[config.mk]
export PLATFORM = sky130hd
export DESIGN_NAME = dcache_ctrl
export DESIGN_NICKNAME = d
export VERILOG_FILES = /design/src/rtl/dcache_pkg.sv /design/src/rtl/dcache_line_store.sv /design/src/rtl/dcache_ctrl.sv
export SDC_FILE = /design/constraint.sdc
export NUM_CORES = 1
export LEC_CHECK = 0
export CAP_MARGIN = 10
export CORE_UTILIZATION = 30
export DETAILED_ROUTE_END_ITERATION = 10
export GPL_ROUTABILITY_DRIVEN = 0
export SETUP_SLACK_MARGIN = 0.4
export SLEW_MARGIN = 10
export SYNTH_ARGS = -nofsm -noshare
export SYNTH_HDL_FRONTEND = slang
export SYNTH_HIERARCHICAL = 1
export SYNTH_SLANG_ARGS = --single-unit
export TNS_END_PERCENT = 20
[constraint.sdc]
create_clock -name clk_i -period 3.8 [get_ports clk_i]
set_input_delay 0.38 -clock clk_i [delete_from_list [all_inputs] [get_ports clk_i]]
set_output_delay 0.38 -clock clk_i [all_outputs]
set_load 0.1 [all_outputs]
[src/rtl/dcache_pkg.sv]
// dcache_pkg: shared constants, state encoding and address field helpers for
// the direct-mapped write-back data cache (dcache_ctrl, dcache_line_store).
//   Address layout (8 bits): {tag[3:0], index[2:0], offset}
//   A block is two bytes; offset 0 selects block[7:0], offset 1 block[15:8].
package dcache_pkg;

    localparam int TAG_W   = 4;
    localparam int INDEX_W = 3;
    localparam int OFFS_W  = 1;
    localparam int ADDR_W  = TAG_W + INDEX_W + OFFS_W;
    localparam int MADDR_W = TAG_W + INDEX_W;
    localparam int LINES   = 1 << INDEX_W;
    localparam int BLOCK_W = 16;
    localparam int WORD_W  = 8;

    // Controller states. Kept as plain constants so the encoding stays
    // visible and stable for downstream tools that match on state codes.
    typedef logic [1:0] state_t;
    localparam state_t ST_IDLE      = 2'd0;
    localparam state_t ST_WRITEBACK = 2'd1;
    localparam state_t ST_ALLOCATE  = 2'd2;
    localparam state_t ST_UPDATE    = 2'd3;

    function automatic logic [TAG_W-1:0] addr_tag(input logic [ADDR_W-1:0] a);
        return a[ADDR_W-1 -: TAG_W];
    endfunction

    function automatic logic [INDEX_W-1:0] addr_index(input logic [ADDR_W-1:0] a);
        return a[OFFS_W +: INDEX_W];
    endfunction

    function automatic logic addr_offset(input logic [ADDR_W-1:0] a);
        return a[0];
    endfunction

endpackage

[src/rtl/dcache_line_store.sv]
// dcache_line_store: per-line valid/dirty/tag/data storage.
//   clk_i, rst_i    : clock, async active-low reset (clears valid and dirty)
//   index_i         : line selected for both the read and the write port
//   valid_o, dirty_o, tag_o, data_o : asynchronous read of the selected line
//   wr_en_i         : commit a write on the next posedge
//   fill_i          : 1 = whole-block fill (tag_i/block_i, valid=1, dirty=0)
//                     0 = byte store (byte_i at offset_i, dirty=1)
module dcache_line_store import dcache_pkg::*; #(
    parameter int TAG_W   = dcache_pkg::TAG_W,
    parameter int INDEX_W = dcache_pkg::INDEX_W
) (
    input  logic               clk_i,
    input  logic               rst_i,
    input  logic [INDEX_W-1:0] index_i,
    output logic               valid_o,
    output logic               dirty_o,
    output logic [TAG_W-1:0]   tag_o,
    output logic [BLOCK_W-1:0] data_o,
    input  logic               wr_en_i,
    input  logic               fill_i,
    input  logic               offset_i,
    input  logic [WORD_W-1:0]  byte_i,
    input  logic [TAG_W-1:0]   tag_i,
    input  logic [BLOCK_W-1:0] block_i
);

    localparam int N = 1 << INDEX_W;

    logic [N-1:0]              valid_q;
    logic [N-1:0]              dirty_q;
    logic [N-1:0][TAG_W-1:0]   tag_q;
    logic [N-1:0][BLOCK_W-1:0] data_q;

    assign valid_o = valid_q[index_i];
    assign dirty_o = dirty_q[index_i];
    assign tag_o   = tag_q[index_i];
    assign data_o  = data_q[index_i];

    // Only the status bits need a reset; tag/data are qualified by valid.
    always_ff @(posedge clk_i or negedge rst_i) begin
        if (!rst_i) begin
            valid_q <= '0;
            dirty_q <= '0;
        end else if (wr_en_i) begin
            // Byte stores only happen on a hit, so valid is already 1 there.
            valid_q[index_i] <= 1'b1;
            dirty_q[index_i] <= !fill_i;
        end
    end

    always_ff @(posedge clk_i) begin
        if (wr_en_i) begin
            if (fill_i) begin
                tag_q[index_i]  <= tag_i;
                data_q[index_i] <= block_i;
            end else if (offset_i) begin
                data_q[index_i][BLOCK_W-1 -: WORD_W] <= byte_i;
            end else begin
                data_q[index_i][WORD_W-1:0] <= byte_i;
            end
        end
    end

endmodule

[src/rtl/dcache_ctrl.sv]
// dcache_ctrl: write-back, direct-mapped data cache controller, 8 lines of one
// 16-bit block. Hits complete with no stall; misses write back a dirty victim,
// fetch the block, refill the line and then retire as a hit.
//   clk_i, rst_i            : clock, async active-low reset
//   read_i, write_i         : processor load/store (both high = no-op)
//   address_i, write_data_i : byte address {tag,index,offset}, store byte
//   read_data_o             : load byte (combinational)
//   busy_wait_o             : processor stall
//   mem_read_o, mem_write_o : block fetch / write-back request
//   mem_address_o           : block address {tag,index}
//   mem_write_data_o        : victim block
//   mem_read_data_i         : fetched block
//   mem_busy_wait_i         : memory busy
module dcache_ctrl import dcache_pkg::*; #(
    parameter int TAG_W   = dcache_pkg::TAG_W,
    parameter int INDEX_W = dcache_pkg::INDEX_W
) (
    input  logic                       clk_i,
    input  logic                       rst_i,
    input  logic                       read_i,
    input  logic                       write_i,
    input  logic [TAG_W+INDEX_W:0]     address_i,
    input  logic [WORD_W-1:0]          write_data_i,
    output logic [WORD_W-1:0]          read_data_o,
    output logic                       busy_wait_o,
    output logic                       mem_read_o,
    output logic                       mem_write_o,
    output logic [TAG_W+INDEX_W-1:0]   mem_address_o,
    output logic [BLOCK_W-1:0]         mem_write_data_o,
    input  logic [BLOCK_W-1:0]         mem_read_data_i,
    input  logic                       mem_busy_wait_i
);

    state_t state_q, state_d;
    // Set once the current memory state has lasted one cycle; the memory
    // raises its busy flag a cycle after the request, so the first cycle's
    // idle busy flag must not be taken as completion.
    logic   dwell_q, dwell_d;

    logic [TAG_W-1:0]   tag;
    logic [INDEX_W-1:0] index;
    logic               offset;
    logic               line_valid, line_dirty;
    logic [TAG_W-1:0]   line_tag;
    logic [BLOCK_W-1:0] line_data;
    logic               req, hit, miss;
    logic               st_wr_en, st_fill;

    assign tag    = addr_tag(address_i);
    assign index  = addr_index(address_i);
    assign offset = addr_offset(address_i);

    assign req  = read_i ^ write_i;
    assign hit  = line_valid && (line_tag == tag);
    assign miss = req && !hit;

    always_comb begin
        state_d = state_q;
        dwell_d = 1'b1;
        case (state_q)
            ST_IDLE: begin
                dwell_d = 1'b0;
                if (miss) state_d = (line_valid && line_dirty) ? ST_WRITEBACK : ST_ALLOCATE;
            end
            ST_WRITEBACK: begin
                if (dwell_q && !mem_busy_wait_i) begin
                    state_d = ST_ALLOCATE;
                    dwell_d = 1'b0;
                end
            end
            ST_ALLOCATE: begin
                if (dwell_q && !mem_busy_wait_i) begin
                    state_d = ST_UPDATE;
                    dwell_d = 1'b0;
                end
            end
            default: begin
                state_d = ST_IDLE;
                dwell_d = 1'b0;
            end
        endcase
    end

    always_ff @(posedge clk_i or negedge rst_i) begin
        if (!rst_i) begin
            state_q <= ST_IDLE;
            dwell_q <= 1'b0;
        end else begin
            state_q <= state_d;
            dwell_q <= dwell_d;
        end
    end

    // Line writes: refill in UPDATE, byte store on an IDLE store hit.
    assign st_fill  = (state_q == ST_UPDATE);
    assign st_wr_en = st_fill || ((state_q == ST_IDLE) && write_i && !read_i && hit);

    dcache_line_store #(
        .TAG_W   (TAG_W),
        .INDEX_W (INDEX_W)
    ) u_store (
        .clk_i    (clk_i),
        .rst_i    (rst_i),
        .index_i  (index),
        .valid_o  (line_valid),
        .dirty_o  (line_dirty),
        .tag_o    (line_tag),
        .data_o   (line_data),
        .wr_en_i  (st_wr_en),
        .fill_i   (st_fill),
        .offset_i (offset),
        .byte_i   (write_data_i),
        .tag_i    (tag),
        .block_i  (mem_read_data_i)
    );

    assign read_data_o = offset ? line_data[BLOCK_W-1 -: WORD_W] : line_data[WORD_W-1:0];

    // Memory requests come from state only; the address is held stable by the
    // processor for the whole miss.
    assign mem_write_o      = (state_q == ST_WRITEBACK);
    assign mem_read_o       = (state_q == ST_ALLOCATE);
    assign mem_address_o    = mem_write_o ? {line_tag, index} : address_i[TAG_W+INDEX_W:1];
    assign mem_write_data_o = line_data;

    // Held low while in reset even if a request is still presented.
    assign busy_wait_o = rst_i && ((state_q != ST_IDLE) || miss);

endmodule

==> impl_metrics.py <==
metrics = {
    "synth": {
        "synth-main-ff-cell": "edfxtp_1",
        "syn-num-nets": 598,
        "async_flop_share_pct": 10.61,
        "syn_area_um2": 8342,
        "synth_seq_cells": 179,
        "syn-instance-count": 557,
        "syn_area_per_cell_um2": 14.98,
        "yosysUniqueCellTypes": 43,
        "seq_area_frac_synth_pct": 63.30,
        "yosys_warnings": 6,
        "synth_edf_count": 160,
    },
    "hold_path": {
        "hold_class": "input pin to asynchronous set/reset pin",
    },
    "cts": {
        "cts_tree": "yes",
        "cts_buffers": 17,
        "hold_buffers": 0,
        "clock-root-buffer": "clkbuf_16",
        "clk_latency_ns": 0.42,
        "cts_sinks": 179,
        "clkTransAtPathRegs_ns": 0.06,
        "clockBufferDepth": 2,
        "htreeDepth": 4,
    },
    "cells_and_area": {
        "final_cells": 1015,
        "area_growth_pct": 20.26,
        "drive_above_1_share_pct": 28.15,
        "antenna-diode-count": 0,
        "fillerInstances": 2595,
        "final_nets": 672,
    },
    "floorplan": {
        "die_w_um": 168.8,
        "fp-row-count": 60,
        "io_pins": 71,
        "die_area_um2": 28480,
        "core_um2": 27100,
        "start_util_pct": 30.78,
        "chipHeight_um": 168.8,
    },
    "placement": {
        "placed_cells": 980,
        "pre_cts_ws_ns": 0.1934,
        "hpwl_um": 14290,
        "numPortBuffers": 70,
    },
    "power_and_ir_drop": {
        "ir_drop_mv": 0.2702,
        "seqPwrFrac_pct": 45.0,
        "p_int_mw": 3.620,
        "power_mw": 5.260,
        "netSwitchingFraction_pct": 31.18,
        "clkPwrFrac_pct": 31.3,
        "power.density_nw_per_um2": 524.3,
        "power.leakage_nw": 2.989,
        "switching_power_mw": 1.640,
        "p_comb_share_pct": 23.7,
    },
    "critical_path": {
        "critPathMaxFanout": 8,
        "critPathLaunchType": "flop",
        "path_class": "flop to flop",
        "end_kind": "flop",
        "worstPathRequired_ns": 3.90,
        "crit_arrival_ns": 3.42,
    },
    "grt": {
        "overflow": 0,
        "track_usage_pct": 15.29,
        "antenna_found_initial": 1,
        "grt_pass1_wl_um": 32090,
        "grt_max_degree": 51,
        "grt_pass1_vias": 5366,
    },
    "drt": {
        "via_count": 5200,
        "drt_iter0_markers": 466,
        "first_pass_iters": 5,
        "vias_per_cell": 5.123,
        "antenna_left": 0,
        "drc_errors": 0,
        "wl_per_cell_um": 20.72,
        "wirelength_um": 21030,
    },
    "sta": {
        "hold_slack_ns": 0.2951,
        "fin_skew_ns": 0.01165,
        "setup_violations": 0,
        "timing.fmax_ghz": 0.3012,
        "finalCritPeriodShare_pct": 87.37,
        "period_needed_ns": 3.320,
        "rsz0062_at_grt": "true",
        "tns_ns": 0,
        "worst_slew_pin_slew_ns": 1.076,
        "hold_viol": 0,
        "drv_slew": 0,
        "maxSlewHeadroom_pct": 28.05,
        "setup_ws_ns": 0.4801,
    },
    "outcome": {
        "status": "complete, no violations",
    },
    "job": {
        "cap_violations": 0,
    },
}
path summary, 6_finish.rpt:
check	from	to	slack (ns)	cells past startpoint
setup / recovery	u_store/tag_q[3]	u_store/data_q[3]	0.48	8
hold / removal	rst_i	dwell_q	0.30	2
setup reg to reg	u_store/tag_q[3]	u_store/data_q[3]	0.48	8
hold reg to reg	u_store/valid_q[3]	u_store/valid_q[3]	0.47	1
max in group asynchronous	rst_i	u_store/valid_q[1]	3.30	2
min in group clk_i	u_store/valid_q[3]	u_store/valid_q[3]	0.47	1
layout by cell type, fill, tap and decap left out, types with 2 or more instances in the layout:
| cell type | n |
|---|---|
| edfxtp_1 | 160 |
| a21oi_1 | 129 |
| nand4bb_1 | 3 |
| dfrtp_1 | 19 |
| or3b_1 | 3 |
| nand2b_1 | 12 |
| ha_1 | 4 |
| buf_4 | 61 |
| nand2_1 | 20 |
| nand4b_1 | 3 |
| clkdlybuf4s50_1 | 36 |
| mux2_2 | 26 |
| nor2b_1 | 3 |
| nor2_4 | 2 |
| mux4_2 | 44 |
| clkinv_1 | 2 |
| or3b_2 | 8 |
| clkinv_4 | 3 |
| inv_8 | 2 |
| mux2_1 | 14 |
| nor2_1 | 22 |
| nand3b_1 | 11 |
| buf_2 | 2 |
| o21ai_1 | 2 |
| clkbuf_16 | 17 |
| inv_6 | 3 |
| o31ai_1 | 2 |
| inv_1 | 3 |
| and2_1 | 2 |
cell usage after synthesis, drive strengths merged (3+ instances only):
cell | number | area (µm²)
edfxtp | 160 | 4805
a21oi | 129 | 645.6
mux4 | 44 | 991.0
mux2 | 41 | 461.7
clkbuf | 29 | 108.9
nor2 | 25 | 93.84
nand2 | 20 | 75.07
dfrtp | 19 | 475.5
buf | 17 | 118.9
nand2b | 12 | 75.07
nand3b | 11 | 82.58
or3b | 11 | 96.35
ha | 4 | 50.05
inv | 4 | 15.01
nand4b | 3 | 26.28
nand4bb | 3 | 33.78
nor2b | 3 | 18.77
o21ai | 3 | 18.76
power groups by stage:
| stage | clock [mW] | combinational [mW] | sequential, mW |
|---|---|---|---|
| 6_report | 1.65 | 1.25 | 2.36 |
| 5_1_grt | 1.76 | 1.33 | 2.38 |
| 4_1_cts | 1.68 | 1.24 | 2.37 |
| 3_5_place_dp | 0 | 1.24 | 2.41 |
| 3_3_place_gp | 0 | 1.22 | 2.40 |
| 2_1_floorplan | 0 | 0.939 | 2.38 |
timing repair:
| item | in CTS | in global routing |
|---|---|---|
| pin swaps | 0 | 3 |
| gates resized for setup | 1 | 4 |
| setup buffers | 0 | 4 |
| setup endpoints to repair | 4 | 17 |
| hold endpoints to repair | 0 | 0 |
through the flow:
stage,cell area (µm²),utilization (%)
finish,10030,37.02
detailed placement,9434,34.81
global placement,9434,34.81
CTS,9992,36.87
floorplan,8384,-
global route,10030,37.02
sequential cells by signal (all words and copies together) (netlist names):
| name | cells |
|---|---|
| u_store/data_q | 128 |
| u_store/tag_q | 32 |
| u_store/dirty_q | 8 |
| u_store/valid_q | 8 |
| state_q | 2 |
| dwell_q | 1 |
kinds of logic after synthesis:
| kind of cell | Yosys count | share of synthesized area (%) |
|---|---|---|
| AO/OA/AOI/OAI | 139 | 8.714 |
| XOR/XNOR | 2 | 0.2100 |
| adder cells (fa/ha/maj) | 4 | 0.6000 |
| buffers and inverters | 50 | 2.910 |
| flip-flops | 179 | 63.30 |
| multiplexers | 85 | 17.41 |
| AND/OR/NAND/NOR | 98 | 6.855 |
routing by layer:
layer | track usage, % | up-vias | routed length, µm
met5 | 0 | - | 0
met4 | 3.834 | 0 | 227
met3 | 3.460 | 17 | 1572
met2 | 24.76 | 203 | 10260
met1 | 20.76 | 2656 | 8970
li1 | - | 2324 | -
layout make-up:
type | count | area [µm²] | share of cell area, %
clock buffers | 18 | 429.2 | 4.278
clock inverters | 13 | 125.1 | 1.247
inverters | 4 | 15.01 | 0.1497
multi-input cells | 328 | 2854 | 28.45
flip-flops and latches | 179 | 5280 | 52.63
well taps | 372 | 465.4 | 4.640
repair buffers | 101 | 863.3 | 8.606
critical path, stage by stage (launching register included):
cell and delay (ns):
edfxtp_1 0.41, mux4_2 0.47, mux2_4 0.29, xor2_1 0.14, a2111o_1 0.39, or2_4 0.25
o21bai_4 0.21, or4b_4 0.57, nor2_4 0.26
Note: power is estimated with default switching activity, not from simulation.
